==> config.mk <==
export PLATFORM = sky130hd
export DESIGN_NAME = cpu_ctrl_flat
export DESIGN_NICKNAME = d
export VERILOG_FILES = /design/src/rtl/ctrl_pkg.sv /design/src/rtl/cpu_ctrl_if.sv /design/src/rtl/instr_dec.sv /design/src/rtl/cpu_ctrl.sv /design/src/flat_wrapper.sv
export SDC_FILE = /design/constraint.sdc
export NUM_CORES = 1
export LEC_CHECK = 0
export CAP_MARGIN = 0
export CORE_UTILIZATION = 45
export DETAILED_ROUTE_END_ITERATION = 16
export PLACE_DENSITY_LB_ADDON = 0.1
export SYNTH_ARGS = -nofsm -noshare
export SYNTH_HDL_FRONTEND = slang
export SYNTH_SLANG_ARGS = --single-unit
==> constraint.sdc <==
create_clock -name clk -period 4.7 [get_ports clk]
set_input_delay 0.94 -clock clk [delete_from_list [all_inputs] [get_ports clk]]
set_output_delay 0.94 -clock clk [all_outputs]
set_load 0.02 [all_outputs]
==> src/rtl/ctrl_pkg.sv <==
// Shared types and encodings for the cpu_ctrl sequencer: FSM states, opcode/op
// constants, write-back select codes and the packed control-output word.
package ctrl_pkg;

    typedef enum logic [2:0] {
        S_WAIT      = 3'd0,
        S_DECODE    = 3'd1,
        S_WRITE_IMM = 3'd2,
        S_GET_A     = 3'd3,
        S_GET_B     = 3'd4,
        S_COMPUTE   = 3'd5,
        S_WRITE_REG = 3'd6,
        S_HALT      = 3'd7
    } state_e;

    localparam logic [2:0] OPC_ALU  = 3'b101;
    localparam logic [2:0] OPC_MOV  = 3'b110;
    localparam logic [2:0] OPC_HALT = 3'b111;

    localparam logic [1:0] OP_MOV_REG = 2'b00;
    localparam logic [1:0] OP_MOV_IMM = 2'b10;
    localparam logic [1:0] OP_ADD     = 2'b00;
    localparam logic [1:0] OP_CMP     = 2'b01;
    localparam logic [1:0] OP_AND     = 2'b10;
    localparam logic [1:0] OP_MVN     = 2'b11;

    localparam logic [1:0] VSEL_C   = 2'b00;
    localparam logic [1:0] VSEL_IMM = 2'b10;

    localparam logic [1:0] ALU_ADD = 2'b00;

    typedef struct packed {
        logic       w;
        logic [2:0] rnum;
        logic       write;
        logic       loada;
        logic       loadb;
        logic       loadc;
        logic       loads;
        logic       asel;
        logic       bsel;
        logic [1:0] vsel;
        logic [1:0] aluop;
        logic [1:0] shift;
    } ctrl_out_t;

    // Output word while idle in WAIT (and while reset is held).
    localparam ctrl_out_t CTRL_IDLE = '{w: 1'b1, default: '0};

endpackage

==> src/rtl/cpu_ctrl_if.sv <==
// Control bus between the sequencer and its environment: start/load/instruction
// in, register-file and ALU control out.
interface cpu_ctrl_if;
    logic        s;
    logic        load;
    logic [15:0] in;
    logic        w;
    logic [2:0]  rnum;
    logic        write;
    logic        loada;
    logic        loadb;
    logic        loadc;
    logic        loads;
    logic        asel;
    logic        bsel;
    logic [1:0]  vsel;
    logic [1:0]  ALUop;
    logic [1:0]  shift;
    logic [15:0] sximm8;

    modport master (
        output s, load, in,
        input  w, rnum, write, loada, loadb, loadc, loads,
        input  asel, bsel, vsel, ALUop, shift, sximm8
    );

    modport slave (
        input  s, load, in,
        output w, rnum, write, loada, loadb, loadc, loads,
        output asel, bsel, vsel, ALUop, shift, sximm8
    );
endinterface

==> src/rtl/instr_dec.sv <==
// Pure combinational field extraction of the instruction register, including
// sign extension of the 8-bit immediate.
module instr_dec (
    input  logic [15:0] ir,
    output logic [2:0]  opcode,
    output logic [1:0]  op,
    output logic [2:0]  rn,
    output logic [2:0]  rd,
    output logic [1:0]  shift,
    output logic [2:0]  rm,
    output logic [15:0] sximm8
);
    assign opcode = ir[15:13];
    assign op     = ir[12:11];
    assign rn     = ir[10:8];
    assign rd     = ir[7:5];
    assign shift  = ir[4:3];
    assign rm     = ir[2:0];
    assign sximm8 = {{8{ir[7]}}, ir[7:0]};
endmodule

==> src/rtl/cpu_ctrl.sv <==
// Multi-cycle instruction sequencer driving register file / ALU enables.
// Optional HALT instruction (opcode 111) enabled by defining HALT_INSN_EN.
module cpu_ctrl
    import ctrl_pkg::*;
(
    input logic       clk,
    input logic       reset,
    cpu_ctrl_if.slave bus
);

    state_e      state_q, state_d;
    logic [15:0] ir_q, ir_d;
    ctrl_out_t   out_q, out_d;

    logic [2:0]  opcode, rn, rd, rm;
    logic [1:0]  op, shift_f;
    logic [15:0] sximm8;
    logic        is_cmp, is_mov_reg, is_mov_imm;

    instr_dec u_dec (
        .ir     (ir_q),
        .opcode (opcode),
        .op     (op),
        .rn     (rn),
        .rd     (rd),
        .shift  (shift_f),
        .rm     (rm),
        .sximm8 (sximm8)
    );

    assign is_cmp     = (opcode == OPC_ALU) && (op == OP_CMP);
    assign is_mov_reg = (opcode == OPC_MOV) && (op == OP_MOV_REG);
    assign is_mov_imm = (opcode == OPC_MOV) && (op == OP_MOV_IMM);

    always_comb begin
        state_d = state_q;
        ir_d    = ir_q;
        case (state_q)
            S_WAIT: begin
                if (bus.load) ir_d = bus.in;
                if (bus.s) state_d = S_DECODE;
            end
            S_DECODE: begin
                state_d = S_WAIT;
                if (is_mov_imm)
                    state_d = S_WRITE_IMM;
                else if (is_mov_reg)
                    state_d = S_GET_B;
                else if (opcode == OPC_ALU)
                    state_d = (op == OP_MVN) ? S_GET_B : S_GET_A;
`ifdef HALT_INSN_EN
                else if (opcode == OPC_HALT)
                    state_d = S_HALT;
`endif
            end
            S_WRITE_IMM: state_d = S_WAIT;
            S_GET_A:     state_d = S_GET_B;
            S_GET_B:     state_d = S_COMPUTE;
            S_COMPUTE:   state_d = is_cmp ? S_WAIT : S_WRITE_REG;
            S_WRITE_REG: state_d = S_WAIT;
            S_HALT:      state_d = S_HALT;
            default:     state_d = S_WAIT;
        endcase
    end

    // Outputs are registered: computed for the state being entered. IR only
    // changes on WAIT->DECODE, where every field-dependent output is zero.
    always_comb begin
        out_d = '0;
        case (state_d)
            S_WAIT: out_d = CTRL_IDLE;
            S_WRITE_IMM: begin
                out_d.rnum  = rn;
                out_d.vsel  = VSEL_IMM;
                out_d.write = 1'b1;
                out_d.shift = shift_f;
            end
            S_GET_A: begin
                out_d.rnum  = rn;
                out_d.loada = 1'b1;
                out_d.shift = shift_f;
            end
            S_GET_B: begin
                out_d.rnum  = rm;
                out_d.loadb = 1'b1;
                out_d.shift = shift_f;
            end
            S_COMPUTE: begin
                out_d.loadc = !is_cmp;
                out_d.loads = is_cmp;
                out_d.asel  = is_mov_reg;
                out_d.bsel  = 1'b0;
                out_d.aluop = is_mov_reg ? ALU_ADD : op;
                out_d.shift = shift_f;
            end
            S_WRITE_REG: begin
                out_d.rnum  = rd;
                out_d.vsel  = VSEL_C;
                out_d.write = 1'b1;
                out_d.shift = shift_f;
            end
            default: out_d = '0;
        endcase
    end

    always_ff @(posedge clk or posedge reset) begin
        if (reset) begin
            state_q <= S_WAIT;
            ir_q    <= '0;
            out_q   <= CTRL_IDLE;
        end else begin
            state_q <= state_d;
            ir_q    <= ir_d;
            out_q   <= out_d;
        end
    end

    assign bus.w      = out_q.w;
    assign bus.rnum   = out_q.rnum;
    assign bus.write  = out_q.write;
    assign bus.loada  = out_q.loada;
    assign bus.loadb  = out_q.loadb;
    assign bus.loadc  = out_q.loadc;
    assign bus.loads  = out_q.loads;
    assign bus.asel   = out_q.asel;
    assign bus.bsel   = out_q.bsel;
    assign bus.vsel   = out_q.vsel;
    assign bus.ALUop  = out_q.aluop;
    assign bus.shift  = out_q.shift;
    assign bus.sximm8 = sximm8;

endmodule

==> src/flat_wrapper.sv <==
// flat-port wrapper written by rule: the top's interface ports become plain ports
module cpu_ctrl_flat import ctrl_pkg::*;
  (clk, reset, bus_s, bus_load, bus_in, bus_w, bus_rnum, bus_write, bus_loada, bus_loadb, bus_loadc, bus_loads, bus_asel, bus_bsel, bus_vsel, bus_ALUop, bus_shift, bus_sximm8);
  cpu_ctrl_if bus_i ();
  input logic clk;
  input logic reset;
  input wire logic [$bits(bus_i.s)-1:0] bus_s;
  input wire logic [$bits(bus_i.load)-1:0] bus_load;
  input wire logic [$bits(bus_i.in)-1:0] bus_in;
  output wire logic [$bits(bus_i.w)-1:0] bus_w;
  output wire logic [$bits(bus_i.rnum)-1:0] bus_rnum;
  output wire logic [$bits(bus_i.write)-1:0] bus_write;
  output wire logic [$bits(bus_i.loada)-1:0] bus_loada;
  output wire logic [$bits(bus_i.loadb)-1:0] bus_loadb;
  output wire logic [$bits(bus_i.loadc)-1:0] bus_loadc;
  output wire logic [$bits(bus_i.loads)-1:0] bus_loads;
  output wire logic [$bits(bus_i.asel)-1:0] bus_asel;
  output wire logic [$bits(bus_i.bsel)-1:0] bus_bsel;
  output wire logic [$bits(bus_i.vsel)-1:0] bus_vsel;
  output wire logic [$bits(bus_i.ALUop)-1:0] bus_ALUop;
  output wire logic [$bits(bus_i.shift)-1:0] bus_shift;
  output wire logic [$bits(bus_i.sximm8)-1:0] bus_sximm8;
  assign bus_i.s = bus_s;
  assign bus_i.load = bus_load;
  assign bus_i.in = bus_in;
  assign bus_w = bus_i.w;
  assign bus_rnum = bus_i.rnum;
  assign bus_write = bus_i.write;
  assign bus_loada = bus_i.loada;
  assign bus_loadb = bus_i.loadb;
  assign bus_loadc = bus_i.loadc;
  assign bus_loads = bus_i.loads;
  assign bus_asel = bus_i.asel;
  assign bus_bsel = bus_i.bsel;
  assign bus_vsel = bus_i.vsel;
  assign bus_ALUop = bus_i.ALUop;
  assign bus_shift = bus_i.shift;
  assign bus_sximm8 = bus_i.sximm8;
  cpu_ctrl u_core (.clk(clk), .reset(reset), .bus(bus_i));
endmodule
==> key figures, run 1 <==
Final layout
  – Fraction of layout cells with a size suffix above 1: 0.165
  – Number of nets at the end of the flow: 183
  – Area growth from synthesis to final layout: 32.2%
  – Number of antenna repair diodes: 0

CTS
  – Source-to-sink clock delay at the later pin of the worst-skew pair: 340 ps
  – Clock sink total: 34
  – Deepest level of the CTS H-tree: 2
  – Clock Tree Root: sky130_fd_sc_hd__clkbuf_4
  – Clock-pin slew of the registers on the worst-case setup and hold paths: 100 ps
  – Post-CTS Hold Fix Bufs: 0
  – Buffer levels on the longest clock path: 2
  – CTS buffer count: 5
  – Quantity of gates resized following cts: 0
  – Total setup buffers inserted after CTS: 0
  – TritonCTS clock tree: done

GRT
  – Most heavily used metal layer in global routing: met2
  – Total global routing overflow: 0
  – Maximum number of pins on one net before global-route repair: 35
  – Via count of the first global-routing pass: 990
  – Number of antenna violations at the first check in global routing: 0
  – Global-route wire length before repair: 4560 um
  – Met2 routing resource usage after global routing: 0.275
  – Global Route met3 Usage: 0.0455
  – Met1 layer usage reported by global route: 0.222
  – Total global-route track usage: 0.179

Drt
  – Routed Wire Length: 2760 um
  – Number of search-and-repair iterations in the first detailed-routing pass: 4
  – Violation count after the first detailed-routing iteration: 33
  – Routed length per placed instance: 13.3 um
  – Remaining number of nets flagged by the antenna check after routing: 0
  – Detailed-route via count: 1049
  – Vias per inst: 5.04
  – DRC violation count after routing: 0

Hold path
  – Hold path startpoint: u_core.ir_q[9]
  – Path class of the lowest-slack min-delay path: register to register

Outcome
  – Outcome: completed

Place
  – Placed wire-length estimate after detailed placement: 2040 um
  – Final weighted congestion in routability-driven placement: 0.939
  – Number of buffers inserted by port buffering: 50
  – Worst setup slack before clock tree synthesis: 2100 ps

Setup path
  – Sequence of cells on the critical path: clkdlybuf4s50_1
  – WP buf/inv: 1
  – Slowest cell delay on critical path: 660 ps
  – Arrival time of the worst setup path: 1500 ps
  – Worst setup path category: register to primary output
  – Critical-path cell with the highest stage delay: sky130_fd_sc_hd__clkdlybuf4s50_1
  – Crit end category: primary output
  – Required @ worst endpoint: 3760 ps
  – Top delay family on crit path: buffers and inverters
  – Top fanout value on the critical path: 11
  – Origin of the critical flop-to-flop path: u_core.state_q[1]
  – Critical Path Start: u_core.ir_q[7]
  – Startpoint Class: register

Synthesis
  – Largest area contributor in the netlist: sky130_fd_sc_hd__dfrtp_1
  – Share of the synthesized area in the top cell type: 0.544
  – Syn Area/Cell: 12.1 um^2
  – Number of library cell types mapped by synthesis: 34
  – Synth Instances: 125
  – Number of storage elements in the synthesis netlist: 34
  – Largest cells by area after synthesis: sky130_fd_sc_hd__dfrtp_1 (54%), sky130_fd_sc_hd__buf_4 (8.9%), sky130_fd_sc_hd__mux2_2 (8.9%)
  – Total of warnings raised by yosys: 0
  – Sequential share of the synthesized area: 0.561
  – Post-synthesis instance area: 0.00152 mm^2

Power
  – Leakage component of the power: 0.892 nW
  – Power density over the cells: 661 mW/mm^2
  – Post-route total power: 1.33 mW
  – Worst VDD drop: 0.328 mV

Flow run
  – Maximum capacitance violations: 0

Timing
  – Min setup slack post-route: 2260 ps
  – Final critical-path share of the clock period: 0.518
  – Period minus WS final: 2440 ps
  – Aggregate negative setup slack: 0 ps
  – Final hold viol count: 0
  – Unrepaired setup endpoints after global routing: no
  – Number of setup violations in the final report: 0
  – Number of pins with negative max-slew slack in the final report: 0
  – Worst Clk Skew: 7.10 ps
  – Actual transition at the worst max-transition pin: 722 ps
  – Peak Freq: 410 MHz
  – Normalized max-slew margin: 0.519

Floorplanning
  – Starting utilization of the core area: 0.485
  – Number of rows created at floorplan: 20
  – Die width: 60.1 um
  – Die area: 0.00361 mm^2
  – I/O pin count: 53
  – Die height: 60.1 um
  – Total core area: 0.00313 mm^2
-- cells in the final DEF (no fill, tap or decap), drive strengths merged, types with 2 or more instances in the layout --
cell and n:
clkdlybuf4s50 50, dfrtp 33, mux2 16, nor2 8, nand2 7, and3 6, clkbuf 5, inv 5
a221o 4, a21oi 3, and2 3, conb 2, clkinv 2, and2b 2
-- path summary, 6_finish.rpt --
kind                                       to  slack (ps)  depth (start not counted)
max in group asynchronous        u_core.bus.w        3390                          3
max reg2reg                   u_core.ir_q[11]        2770                          3
max                             bus_sximm8[7]        2260                          1
min                        u_core.bus.rnum[1]         510                          1
min in group asynchronous  u_core.bus.vsel[1]         990                          3
min reg2reg                u_core.bus.rnum[1]         510                          1
-- Yosys cell counts --
cell type	count
sky130_fd_sc_hd__a211o_1	1
sky130_fd_sc_hd__a21boi_0	1
sky130_fd_sc_hd__a21oi_1	3
sky130_fd_sc_hd__a221o_1	4
sky130_fd_sc_hd__a221oi_1	1
sky130_fd_sc_hd__a311oi_1	1
sky130_fd_sc_hd__and2_1	3
sky130_fd_sc_hd__and2b_2	1
sky130_fd_sc_hd__and2b_4	1
sky130_fd_sc_hd__and3_1	5
sky130_fd_sc_hd__and3_4	1
sky130_fd_sc_hd__and4_1	1
sky130_fd_sc_hd__and4b_1	1
sky130_fd_sc_hd__buf_2	2
sky130_fd_sc_hd__buf_4	18
sky130_fd_sc_hd__buf_6	1
sky130_fd_sc_hd__conb_1	1
sky130_fd_sc_hd__dfrtp_1	33
sky130_fd_sc_hd__dfstp_2	1
sky130_fd_sc_hd__inv_1	4
sky130_fd_sc_hd__inv_2	1
sky130_fd_sc_hd__mux2_1	4
sky130_fd_sc_hd__mux2_2	12
sky130_fd_sc_hd__nand2_1	7
sky130_fd_sc_hd__nand3_1	1
sky130_fd_sc_hd__nand4_1	1
sky130_fd_sc_hd__nand4bb_1	1
sky130_fd_sc_hd__nor2_1	8
sky130_fd_sc_hd__nor3_1	1
sky130_fd_sc_hd__nor3b_1	1
sky130_fd_sc_hd__o211ai_1	1
sky130_fd_sc_hd__o21ai_0	1
sky130_fd_sc_hd__o22a_1	1
sky130_fd_sc_hd__or2_2	1
-- per-stage QoR --
step           hold WS (ps)  area [um^2]  std cells  utilization
6_report                514         2010        208        0.641
5_1_grt                 544         2010        208        0.641
4_1_cts                 524         2010        208        0.641
3_5_place_dp            499         1930        200        0.616
3_3_place_gp            491         1930        200        0.616
2_1_floorplan           474         1520        126            -
-- area by class of cell --
class                      count  area [um^2]
sequential                    34          852
tap                           44         55.1
timing repair buffer          51          508
fill                         260         1120
clock inverter                 3         40.0
inverter                       5         18.8
multi-input combinational     66          494
clock buffer                   5         37.5
-- per-layer routing --
layer / wire length, um / share of wire
met5: 0 / 0
met4: 58 / 0.021
met1: 1230 / 0.45
met3: 158 / 0.057
met2: 1310 / 0.47
-- flip-flops by register name, summed over array words and instances, names as in the netlist --
register / flops
u_core.ir_q: 16
u_core.bus.rnum: 3
u_core.state_q: 3
u_core.bus.ALUop: 2
u_core.bus.shift: 2
u_core.bus.asel: 1
u_core.bus.loada: 1
u_core.bus.loadb: 1
u_core.bus.loadc: 1
u_core.bus.loads: 1
u_core.bus.vsel: 1
u_core.bus.w: 1
u_core.bus.write: 1
-- logic make-up (layout without fill, tap and decap cells) --
| logic type | count (synthesis) | in the layout | share of synthesized area |
|---|---|---|---|
| buffers and inverters | 26 | 64 | 0.115 |
| AND/OR/NAND/NOR | 34 | 34 | 0.129 |
| AO/OA/AOI/OAI | 14 | 14 | 0.0726 |
| flip-flops | 34 | 34 | 0.561 |
| other | 1 | 2 | 0.00247 |
| multiplexers | 16 | 16 | 0.119 |
-- report_power, final --
group / switching, mW / total (mW) / internal (mW) / leakage, nW
sequential: 0.101 / 0.506 / 0.405 / 0.431
clock: 0.0959 / 0.206 / 0.110 / 0.0450
combinational: 0.294 / 0.614 / 0.320 / 0.416
total: 0.491 / 1.33 / 0.835 / 0.892
-- worst reg2reg max path, stage by stage, from the launching register on --
cell                      delay, ps
sky130_fd_sc_hd__dfrtp_1        460
sky130_fd_sc_hd__nor2_1         260
sky130_fd_sc_hd__and3_1         680
sky130_fd_sc_hd__mux2_2         420
Power figures use the tool's default switching activity.
==> run 2, diff against run 1 <==
CORE_UTILIZATION = 44   (was 45)
clock period = 2.5 ns   (was 4.7 ns; I/O delays follow)
==> key figures, run 2 (synthesized netlist as in run 1, its figures left out) <==
Outcome
  – Outcome: completed (unchanged)

Setup path
  – Critical-path cell with the highest stage delay: sky130_fd_sc_hd__clkdlybuf4s50_1 (unchanged)
  – Top fanout value on the critical path: 11 (unchanged)
  – Worst setup path category: register to primary output (unchanged)
  – WP buf/inv: 1 (unchanged)
  – Crit end category: primary output (unchanged)
  – Slowest cell delay on critical path: 660 ps (about the same)
  – Sequence of cells on the critical path: clkdlybuf4s50_1 (unchanged)
  – Required @ worst endpoint: 2000 ps (was 3760 ps)
  – Arrival time of the worst setup path: 1510 ps (was 1500 ps)
  – Top delay family on crit path: buffers and inverters (unchanged)
  – Startpoint Class: register (unchanged)

Timing
  – Normalized max-slew margin: 0.632 (was 0.519)
  – Unrepaired setup endpoints after global routing: no (unchanged)
  – Min setup slack post-route: 495 ps (was 2260 ps)
  – Final critical-path share of the clock period: 0.802
  – Actual transition at the worst max-transition pin: 549 ps (was 722 ps)
  – Period minus WS final: 2010 ps
  – Number of setup violations in the final report: 0 (unchanged)
  – Number of pins with negative max-slew slack in the final report: 0 (unchanged)
  – Worst Clk Skew: 11.6 ps (was 7.10 ps)
  – Hold_ws: 522 ps (was 514 ps)
  – Aggregate negative setup slack: 0 ps (unchanged)
  – Final hold viol count: 0 (unchanged)
  – Peak Freq: 499 MHz

Final layout
  – Fill cell count: 277 (was 260)
  – Fraction of layout cells with a size suffix above 1: 0.152 (was 0.165)
  – Number of flip-flops under the largest register name: 16 (unchanged)
  – Number of nets at the end of the flow: 184 (was 183)
  – Area growth from synthesis to final layout: 30.7% (was 32.2%)
  – Commonest cells after routing, fill and taps aside: sky130_fd_sc_hd__clkdlybuf4s50_1 (50), sky130_fd_sc_hd__dfrtp_1 (33), sky130_fd_sc_hd__mux2_2 (12) (unchanged)
  – Footprint of the multi-input gates: 494 um^2 (unchanged)
  – Leading cell type in the layout, fill and taps excluded: sky130_fd_sc_hd__clkdlybuf4s50_1 (unchanged)
  – Largest Register: u_core.ir_q (unchanged)
  – Reg area: 852 um^2 (unchanged)
  – Number of antenna repair diodes: 0 (unchanged)

CTS
  – TritonCTS clock tree: done (unchanged)
  – Clock Tree Root: sky130_fd_sc_hd__clkbuf_4 (unchanged)
  – Post-CTS Hold Fix Bufs: 0 (unchanged)
  – Source-to-sink clock delay at the later pin of the worst-skew pair: 340 ps (about the same)
  – Clock-pin slew of the registers on the worst-case setup and hold paths: 100 ps (about the same)
  – Total setup buffers inserted after CTS: 0 (unchanged)
  – Buffer levels on the longest clock path: 2 (unchanged)
  – Deepest level of the CTS H-tree: 2 (unchanged)
  – Clock sink total: 34 (unchanged)
  – Quantity of gates resized following cts: 0 (unchanged)
  – CTS buffer count: 5 (unchanged)

Drt
  – Routed Wire Length: 2790 um (was 2760 um)
  – Detailed-route via count: 1033 (was 1049)
  – Remaining number of nets flagged by the antenna check after routing: 0 (unchanged)
  – Violation count after the first detailed-routing iteration: 24 (was 33)
  – Number of search-and-repair iterations in the first detailed-routing pass: 4 (unchanged)
  – DRC violation count after routing: 0 (unchanged)
  – Vias per inst: 4.94 (was 5.04)
  – Routed length per placed instance: 13.4 um (was 13.3 um)

Place
  – Placed wire-length estimate after detailed placement: 2070 um (was 2040 um)
  – Worst setup slack before clock tree synthesis: 674 ps (was 2100 ps)
  – Final weighted congestion in routability-driven placement: 0.911 (was 0.939)
  – Number of buffers inserted by port buffering: 50 (unchanged)

Power
  – Worst VDD drop: 0.482 mV (was 0.328 mV)
  – Post-route total power: 2.39 mW (was 1.33 mW)
  – Share of power burned in combinational logic: 0.487 (was 0.463)
  – Switching Fraction: 0.381 (was 0.370)
  – Power density over the cells: 1210 mW/mm^2 (was 661 mW/mm^2)
  – Clock power share: 0.117 (was 0.155)
  – Leakage component of the power: 0.878 nW (was 0.892 nW)
  – Internal power: 1.48 mW (was 0.835 mW)
  – Switching power total: 0.911 mW (was 0.491 mW)
  – Register share of total power: 0.396 (was 0.381)

Hold path
  – Path class of the lowest-slack min-delay path: register to register (unchanged)

Floorplanning
  – Total core area: 0.00315 mm^2 (was 0.00313 mm^2)
  – Die width: 60.7 um (was 60.1 um)
  – Die area: 0.00369 mm^2 (was 0.00361 mm^2)
  – Die height: 60.7 um (was 60.1 um)
  – Starting utilization of the core area: 0.481 (was 0.485)
  – Number of rows created at floorplan: 20 (unchanged)
  – I/O pin count: 53 (unchanged)

GRT
  – Number of antenna violations at the first check in global routing: 0 (unchanged)
  – Via count of the first global-routing pass: 964 (was 990)
  – Maximum number of pins on one net before global-route repair: 35 (unchanged)
  – Global-route wire length before repair: 4440 um (was 4560 um)
  – Total global-route track usage: 0.171 (was 0.179)
  – Total global routing overflow: 0 (unchanged)

Flow run
  – Maximum capacitance violations: 0 (unchanged)
run 2: cell types whose count changed in the layout (fill, tap and decap cells not counted), sizes merged:
cell	before	now
clkbuf	5	8
buf	1	2
bufinv	1	0
clkinv	2	0
run 2: layout make-up:
cell class | count | share of cell area
tap | 44 | 0.0277
timing repair buffer | 52 | 0.260
inverter | 5 | 0.00946
clock buffer | 8 | 0.0246
sequential | 34 | 0.429
multi-input combinational | 66 | 0.249
run 2: worst paths after layout:
path	end	start	slack, ps	depth (start not counted)
worst min register to register	u_core.bus.rnum[2]	u_core.ir_q[10]	520	1
worst min-delay path	u_core.bus.rnum[2]	u_core.ir_q[10]	520	1
worst max-delay path	bus_sximm8[7]	u_core.ir_q[7]	490	1
worst max register to register	u_core.bus.rnum[0]	u_core.ir_q[11]	830	4
max in group asynchronous	u_core.bus.w	reset	1610	3
min in group asynchronous	u_core.bus.ALUop[1]	reset	550	3
run 2: metal layers:
layer	vias up	wire (um)	global-route usage
met4	0	68	0.0877
met3	7	205	0.0597
li1	491	-	-
met1	491	1220	0.214
met5	-	0	0
met2	44	1300	0.265
run 2: power by group through the flow:
stage / registers (mW) / logic (mW) / clock network [mW]
floorplan: 0.966 / 0.849 / 0
global placement: 0.944 / 1.15 / 0
detailed placement: 0.962 / 1.17 / 0
CTS: 0.948 / 1.18 / 0.296
global route: 0.980 / 1.25 / 0.324
finish: 0.947 / 1.17 / 0.281
run 2: per-stage QoR:
stage                      util  cells  area [um^2]
final                     0.629    209         1980
after global routing      0.629    209         1980
after CTS                 0.629    209         1980
after detailed placement  0.614    201         1940
after global placement    0.614    201         1940
after floorplan               -    126         1520
